**config.mk**
```make
export PLATFORM = sky130hd
export DESIGN_NAME = inst_encoder
export DESIGN_NICKNAME = d
export VERILOG_FILES = /design/src/rtl/inst_encoder.sv
export SDC_FILE = /design/constraint.sdc
export NUM_CORES = 1
export LEC_CHECK = 0
export ABC_AREA = 1
export ABC_CLOCK_PERIOD_IN_PS = 2600
export CAP_MARGIN = 20
export CORE_MARGIN = 5
export CORE_UTILIZATION = 35
export CTS_CLUSTER_SIZE = 20
export DETAILED_ROUTE_END_ITERATION = 10
export HOLD_SLACK_MARGIN = 0.1
export PLACE_DENSITY = 0.7
export SLEW_MARGIN = 20
export SYNTH_ARGS = -nofsm -noshare
export SYNTH_HDL_FRONTEND = slang
export SYNTH_SLANG_ARGS = --single-unit
```
**constraint.sdc**
```tcl
create_clock -name clk -period 2.6 [get_ports clk]
set_input_delay 0.78 -clock clk [delete_from_list [all_inputs] [get_ports clk]]
set_output_delay 0.78 -clock clk [all_outputs]
set_load 0.005 [all_outputs]
```
**src/rtl/inst_encoder.sv**
```systemverilog
// inst_encoder: packs RV32I instruction descriptors into 32-bit words for the
// IMEM program loader. A job (start/base_addr/job_len) emits job_len words on
// a valid/ready port, each tagged with its IMEM byte address.
// Illegal descriptors emit a NOP and are counted in err_count/err_sticky.
//
// Ports:
//   clk, rst_n                 clock, async active-low reset
//   start, base_addr, job_len  job launch (honoured in IDLE/DONE)
//   in_valid/in_ready          descriptor handshake
//   in_class, in_rd, in_rs1, in_rs2, in_funct3, in_alt, in_imm  descriptor
//   out_valid/out_ready        encoded word handshake
//   out_inst, out_addr         encoded word and its byte address
//   busy, done                 job running / job finished
//   err_sticky, err_count      illegal-descriptor flag and saturating count
module inst_encoder #(
  parameter int unsigned ADDR_WIDTH = 14,
  parameter int unsigned CNT_WIDTH  = 12
) (
  input  logic                  clk,
  input  logic                  rst_n,
  input  logic                  start,
  input  logic [ADDR_WIDTH-1:0] base_addr,
  input  logic [CNT_WIDTH-1:0]  job_len,
  input  logic                  in_valid,
  output logic                  in_ready,
  input  logic [3:0]            in_class,
  input  logic [4:0]            in_rd,
  input  logic [4:0]            in_rs1,
  input  logic [4:0]            in_rs2,
  input  logic [2:0]            in_funct3,
  input  logic                  in_alt,
  input  logic [31:0]           in_imm,
  output logic                  out_valid,
  input  logic                  out_ready,
  output logic [31:0]           out_inst,
  output logic [ADDR_WIDTH-1:0] out_addr,
  output logic                  busy,
  output logic                  done,
  output logic                  err_sticky,
  output logic [CNT_WIDTH-1:0]  err_count
);

  localparam logic [1:0] ST_IDLE = 2'd0;
  localparam logic [1:0] ST_RUN  = 2'd1;
  localparam logic [1:0] ST_DONE = 2'd2;

  localparam logic [3:0] CL_R      = 4'd0;
  localparam logic [3:0] CL_I      = 4'd1;
  localparam logic [3:0] CL_LOAD   = 4'd2;
  localparam logic [3:0] CL_STORE  = 4'd3;
  localparam logic [3:0] CL_BRANCH = 4'd4;
  localparam logic [3:0] CL_JAL    = 4'd5;
  localparam logic [3:0] CL_JALR   = 4'd6;
  localparam logic [3:0] CL_LUI    = 4'd7;
  localparam logic [3:0] CL_AUIPC  = 4'd8;

  localparam logic [6:0] OP_R      = 7'b0110011;
  localparam logic [6:0] OP_I      = 7'b0010011;
  localparam logic [6:0] OP_LOAD   = 7'b0000011;
  localparam logic [6:0] OP_STORE  = 7'b0100011;
  localparam logic [6:0] OP_BRANCH = 7'b1100011;
  localparam logic [6:0] OP_JAL    = 7'b1101111;
  localparam logic [6:0] OP_JALR   = 7'b1100111;
  localparam logic [6:0] OP_LUI    = 7'b0110111;
  localparam logic [6:0] OP_AUIPC  = 7'b0010111;

  localparam logic [31:0] NOP_INST = 32'h0000_0013;

  logic [1:0]            state_q, state_d;
  logic                  out_valid_q, out_valid_d;
  logic [31:0]           out_inst_q, out_inst_d;
  logic [ADDR_WIDTH-1:0] out_addr_q, out_addr_d;
  logic [CNT_WIDTH-1:0]  remaining_q, remaining_d;
  logic [CNT_WIDTH-1:0]  issued_q, issued_d;
  logic [CNT_WIDTH-1:0]  job_len_q, job_len_d;
  logic                  err_sticky_q, err_sticky_d;
  logic [CNT_WIDTH-1:0]  err_count_q, err_count_d;

  logic        enc_illegal;
  logic [31:0] enc_inst;
  logic        fits_i, fits_b, fits_j, fits_sh, is_shift;

  // Immediate range checks: a value fits N signed bits when its upper bits are all-0 or all-1
  assign fits_i   = (in_imm[31:11] == '0) || (in_imm[31:11] == '1);
  assign fits_b   = ((in_imm[31:12] == '0) || (in_imm[31:12] == '1)) && !in_imm[0];
  assign fits_j   = ((in_imm[31:20] == '0) || (in_imm[31:20] == '1)) && !in_imm[0];
  assign fits_sh  = (in_imm[31:5] == '0);
  assign is_shift = (in_funct3 == 3'b001) || (in_funct3 == 3'b101);

  // Descriptor -> instruction word; illegal descriptors collapse to NOP
  always_comb begin
    enc_illegal = 1'b0;
    enc_inst    = '0;
    case (in_class)
      CL_R: begin
        enc_illegal = in_alt && !((in_funct3 == 3'b000) || (in_funct3 == 3'b101));
        enc_inst    = {1'b0, in_alt, 5'b0, in_rs2, in_rs1, in_funct3, in_rd, OP_R};
      end
      CL_I: begin
        if (is_shift) begin
          enc_illegal = !fits_sh || (in_alt && (in_funct3 != 3'b101));
          enc_inst    = {1'b0, in_alt, 5'b0, in_imm[4:0], in_rs1, in_funct3, in_rd, OP_I};
        end else begin
          enc_illegal = !fits_i || in_alt;
          enc_inst    = {in_imm[11:0], in_rs1, in_funct3, in_rd, OP_I};
        end
      end
      CL_LOAD: begin
        enc_illegal = !fits_i || in_alt || (in_funct3 == 3'b011) || (in_funct3 == 3'b110) ||
                      (in_funct3 == 3'b111);
        enc_inst    = {in_imm[11:0], in_rs1, in_funct3, in_rd, OP_LOAD};
      end
      CL_STORE: begin
        enc_illegal = !fits_i || in_alt || (in_funct3 > 3'd2);
        enc_inst    = {in_imm[11:5], in_rs2, in_rs1, in_funct3, in_imm[4:0], OP_STORE};
      end
      CL_BRANCH: begin
        enc_illegal = !fits_b || in_alt || (in_funct3 == 3'b010) || (in_funct3 == 3'b011);
        enc_inst    = {in_imm[12], in_imm[10:5], in_rs2, in_rs1, in_funct3,
                       in_imm[4:1], in_imm[11], OP_BRANCH};
      end
      CL_JAL: begin
        enc_illegal = !fits_j || in_alt;
        enc_inst    = {in_imm[20], in_imm[10:1], in_imm[11], in_imm[19:12], in_rd, OP_JAL};
      end
      CL_JALR: begin
        enc_illegal = !fits_i || in_alt || (in_funct3 != 3'b000);
        enc_inst    = {in_imm[11:0], in_rs1, 3'b000, in_rd, OP_JALR};
      end
      CL_LUI: begin
        enc_illegal = (in_imm[11:0] != '0) || in_alt;
        enc_inst    = {in_imm[31:12], in_rd, OP_LUI};
      end
      CL_AUIPC: begin
        enc_illegal = (in_imm[11:0] != '0) || in_alt;
        enc_inst    = {in_imm[31:12], in_rd, OP_AUIPC};
      end
      default: enc_illegal = 1'b1;
    endcase
    if (enc_illegal) enc_inst = NOP_INST;
  end

  // Accept a descriptor only when the output register is free or draining this cycle
  assign in_ready = (state_q == ST_RUN) && (issued_q < job_len_q) && (!out_valid_q || out_ready);

  // Job sequencing, output register load/drain and error accounting
  always_comb begin
    state_d      = state_q;
    out_valid_d  = out_valid_q;
    out_inst_d   = out_inst_q;
    out_addr_d   = out_addr_q;
    remaining_d  = remaining_q;
    issued_d     = issued_q;
    job_len_d    = job_len_q;
    err_sticky_d = err_sticky_q;
    err_count_d  = err_count_q;
    case (state_q)
      ST_IDLE, ST_DONE: begin
        if (start) begin
          out_valid_d  = 1'b0;
          out_addr_d   = {base_addr[ADDR_WIDTH-1:2], 2'b00};
          remaining_d  = job_len;
          job_len_d    = job_len;
          issued_d     = '0;
          err_sticky_d = 1'b0;
          err_count_d  = '0;
          state_d      = (job_len == '0) ? ST_DONE : ST_RUN;
        end
      end
      ST_RUN: begin
        if (out_valid_q && out_ready) begin
          out_valid_d = 1'b0;
          out_addr_d  = ADDR_WIDTH'(out_addr_q + ADDR_WIDTH'(4));
          remaining_d = CNT_WIDTH'(remaining_q - CNT_WIDTH'(1));
          if (remaining_q == CNT_WIDTH'(1)) state_d = ST_DONE;
        end
        // Same-cycle reload after a drain keeps throughput at one word per cycle
        if (in_valid && in_ready) begin
          out_valid_d = 1'b1;
          out_inst_d  = enc_inst;
          issued_d    = CNT_WIDTH'(issued_q + CNT_WIDTH'(1));
          if (enc_illegal) begin
            err_sticky_d = 1'b1;
            if (err_count_q != '1) err_count_d = CNT_WIDTH'(err_count_q + CNT_WIDTH'(1));
          end
        end
      end
      default: state_d = ST_IDLE;
    endcase
  end

  // State and datapath registers
  always_ff @(posedge clk or negedge rst_n) begin
    if (!rst_n) begin
      state_q      <= ST_IDLE;
      out_valid_q  <= 1'b0;
      out_inst_q   <= '0;
      out_addr_q   <= '0;
      remaining_q  <= '0;
      issued_q     <= '0;
      job_len_q    <= '0;
      err_sticky_q <= 1'b0;
      err_count_q  <= '0;
    end else begin
      state_q      <= state_d;
      out_valid_q  <= out_valid_d;
      out_inst_q   <= out_inst_d;
      out_addr_q   <= out_addr_d;
      remaining_q  <= remaining_d;
      issued_q     <= issued_d;
      job_len_q    <= job_len_d;
      err_sticky_q <= err_sticky_d;
      err_count_q  <= err_count_d;
    end
  end

  assign out_valid  = out_valid_q;
  assign out_inst   = out_inst_q;
  assign out_addr   = out_addr_q;
  assign busy       = (state_q == ST_RUN);
  assign done       = (state_q == ST_DONE);
  assign err_sticky = err_sticky_q;
  assign err_count  = err_count_q;

endmodule

```
==> results, run 1 <==
- The run finished with clean final reports.
- By area, the combinational part of the netlist is dominated by simple AND/OR/NAND/NOR gates.
- The total count of max-transition violations in the final report is 0.
- The worst setup path is launched from a flip-flop.
- Of the total synthesized cell area, the portion taken by full adders, half adders and majority gates is 0.03218.
- The number of clock buffers added by TritonCTS is 9.
- Summing all placed instances gives a cell area of 0.008573 mm^2.
- Of the total power, the share spent switching nets is 0.4004.
- Global routing finished with a remaining overflow of 0.
- Of the synthesized area, sequential elements account for 0.3821.
- The die is 143.3 um tall.
- For this run, the total global-route usage over all layers was measured as 0.1971.
- The number of antenna diodes in the final layout is 0.
- The full die area is 0.02054 mm^2.
- The maximum fanout along the worst path is 2.
- For this design the top-level I/O count stands at 149.
- In this run the deepest clock path goes through 2 buffers.
- The startpoint of the most critical setup path is issued_q[5]$_DFFE_PN0P_.
- The number of standard-cell rows in the floorplan is 48.
- The maximum number of pins on one net before global-route repair is 46.
- Dividing the synthesized area by the synthesized cell count gives 7.037 um^2.
- Summed over all layers, the routed wires come to 20.34 mm.
- Across the routed clock network, the largest skew measured is 0.01542 ns.
- The most used flip-flop cell after synthesis is dfrtp_1.
- The clock-pin slew reported for the worst setup and hold paths after clock tree synthesis is 0.08 ns.
- The number of flip-flops and latches in the synthesized netlist is 95.
- The placed wire-length estimate after detailed placement is 15.65 mm.
- After detailed routing, the average wire length per cell comes to 15.16 um.
- The number of DRC markers after the initial detailed-route iteration is 505.
- The capture instance of the worst register-to-register path is issued_q[11]$_DFFE_PN0P_.
- The internal power consumption is 4.413 mW.
- The quantity of I/O buffers inserted on ports is 144.
- The path type of the worst min-delay path is input port to asynchronous set/reset pin.
- Of the available clock period, the critical path in the final layout requires 0.9775.
- For the worst flop-to-flop path, the logic depth is 12.
- The initial antenna violation count is 0.
- For this run, asynchronously set or reset flops after synthesis account for 1.000.
- The overall power of the completed layout is 7.361 mW.
- Of the total synthesized cell area, the portion taken by XOR and XNOR cells is 0.02816.
- For this run, the detailed router's first-pass iteration total came to 5.
- The switching power of the nets is 2.947 mW.
- The remaining antenna violation count is 0.
- The number of levels the H-tree was split into is 3.
- The leakage power figure is 4.346 nW.
- In the final layout, the share of cells above drive strength 1 is 0.1594.
- The hold buffer count at cts is 0.
- The dominant cell type by area after synthesis is dfrtp_1.
- The die width is 143.3 um.
- Of the total power, registers draw 0.312.
- Dividing total power by cell area gives a power density of 807.8 mW/mm^2.
- TritonCTS built the clock tree.
- Yosys mapped a number of flops with a built-in enable equal to 0.
- The accumulated negative setup slack is 0 ns.
- The largest vdd supply drop is 0.4119 mV.
- The tree built by TritonCTS fans out to 95 sinks.
- The first-pass GRT wire length is 32.35 mm.
- The most repeated cell in the gate-level netlist after synthesis is nand2_1.
- The number of global-route vias before repair is 6525.
- The compound-gate portion of the synthesized area came to 0.1599.
- The standard cell core area is 0.01736 mm^2.
- Measured on the finished design, the core utilization comes to 0.5250.
- The number of remaining DRC errors is 0.
- The peak clock frequency supported by timing is 0.3935 GHz.
- The area fraction in and, or, nand and nor cells after synthesis is 0.3033.
- The number of nets in the layout is 1214.
- The critical path ends at in_ready.
- The share of total power dissipated in the clock network is 0.209.
- The worst setup path is captured at an output port.
- Ranked by instance count, the synthesized netlist is headed by nand2_1, inv_1, nor2_1.
- The startpoint of the worst register-to-register path is job_len_q[9]$_DFFE_PN0P_.
- In this run, placement finished with an instance count of 1322.
- Setup repair after global routing could not meet its margin everywhere.
- The routed via count is 6643.
- Data arrives at the worst endpoint at 1.76 ns.
- Using the TritonRoute via totals, the vias-per-cell ratio works out to 4.950.
- The required time of the critical path is 1.82 ns.
- The final count of hold timing violations is 0.
- The share of cell area taken by muxes after synthesis is 0.001609.
- The share of synthesized area in the top cell type comes to 0.3821.
- The later pin in the worst-skew pair is clocked with a latency of 0.36 ns.
- The worst path in the final design needs a cycle of 2.542 ns, including I/O delays and setup.
- The critical path is of the flip-flop to output port type.
- The non-filler instance count after layout is 1342.
- The congestion estimate from routability-driven global placement came to 0.9444.
- The area of the mapped netlist is 0.006221 mm^2.
- The netlist uses 44 different library cells.
- The library cell used as clock root buffer is clkbuf_16.
- Setup violations remaining at the end of the flow were counted as 0.
- After routing the design area is 0.009112 mm^2.
- The combinational group share of total power is 0.480.
- The initial core utilization is 0.3584.
- The slack of the worst reg-to-reg path is 0.31 ns.
- During synthesis, Yosys emitted a total of 0 warnings.
- After technology mapping, the gate count stands at 884.
- The tool flagged a number of max-cap violations equal to 0.
- By area the synthesized netlist is led by dfrtp_1, nand2_1, inv_1.
- The area added between synthesis and finish is 46.48%.
-- cell type report --
type | count | area (um^2)
fillers | 1650 | 8244
multi-input cells | 647 | 3390
flip-flops and latches | 95 | 2377
repair buffers | 246 | 2303
inverters | 113 | 424.2
well taps | 225 | 281.5
clock buffers | 9 | 225.2
clock inverters | 7 | 111.4
-- cells in the final DEF (no fill, tap or decap), types with 12 or more instances in the layout --
cell type          n
nand2_1          248
clkdlybuf4s50_1  130
inv_1            106
buf_4             97
dfrtp_1           95
nor2_1            93
o21ai_0           66
nand3_1           37
nand4_1           29
a21oi_1           24
o21ai_2           20
xor2_1            19
nor3_1            13
o22ai_1           12
ha_1              12
-- worst max-delay path, cell delays in order, from the launching register on --
cell	delay (ns)
dfrtp_1	0.42
ha_4	0.26
a21oi_2	0.13
nor2_1	0.06
nor2_1	0.08
nand2_1	0.05
inv_1	0.06
nand2_2	0.06
nand2_2	0.06
and2_4	0.14
buf_6	0.08
-- layer usage --
metal,vias up,global-route usage,share of wire
li1,3343,-,-
met1,3054,0.2389,0.41
met2,207,0.3316,0.48
met3,39,0.06323,0.083
met4,0,0.06838,0.026
met5,-,0,0
-- registers in the layout, indices dropped and copies added, names as in the netlist --
name and cells:
out_inst 31, err_count 12, issued_q 12, job_len_q 12, out_addr 12, remaining_q 12
state_q 2, err_sticky 1, out_valid 1
-- stage by stage --
stage	setup slack, ns	hold slack [ns]
2_1_floorplan	0.4082	0.4530
3_3_place_gp	-0.5386	0.4642
3_5_place_dp	-0.5415	0.4684
4_1_cts	0.003592	0.3906
5_1_grt	-0.02469	0.4071
6_report	0.05846	0.3739
-- power by group through the flow --
stage,clock (mW),sequential (mW),combinational [mW]
final,1.53,2.30,3.53
after global routing,1.64,2.37,3.91
after CTS,1.56,2.29,3.40
after detailed placement,0,2.30,3.35
after global placement,0,2.29,3.27
after floorplan,0,2.26,1.84
-- cells by family (layout without fill, tap and decap cells) --
kind of cell | Yosys count | count (layout)
buffers and inverters | 143 | 375
XOR/XNOR | 20 | 20
flip-flops | 95 | 95
multiplexers | 1 | 1
AND/OR/NAND/NOR | 448 | 448
adder cells (fa/ha/maj) | 16 | 16
AO/OA/AOI/OAI | 160 | 160
other | 1 | 2
-- what timing repair did --
action,in CTS,in global routing
buffers inserted,0,3
setup endpoints to repair,2,45
gates cloned,0,1
gates resized for setup,12,36
pin swaps,5,12
-- how the worst min path moves through the flow --
stage               cells after the start                        end  slack [ns]
floorplan                               2  job_len_q[10]$_DFFE_PN0P_        0.45
global placement                        2    out_inst[7]$_DFFE_PN0P_        0.46
detailed placement                      2    out_inst[2]$_DFFE_PN0P_        0.47
CTS                                     1   out_inst[30]$_DFFE_PN0P_        0.39
global route                            1   out_inst[13]$_DFFE_PN0P_        0.41
finish                                  1   out_inst[30]$_DFFE_PN0P_        0.37
No activity file was read; power rests on OpenSTA's default activity.
==> run 2: changes to the inputs <==
CTS_CLUSTER_SIZE = 25   (was 20)
==> results of run 2 <==
No change in the layout: final DEF, timing and power equal those of run 1.
==> run 3: changes to the inputs <==
CTS_CLUSTER_SIZE = 20   (was 25)
==> results of run 3 <==
No change in the layout: final DEF, timing and power equal those of run 1.
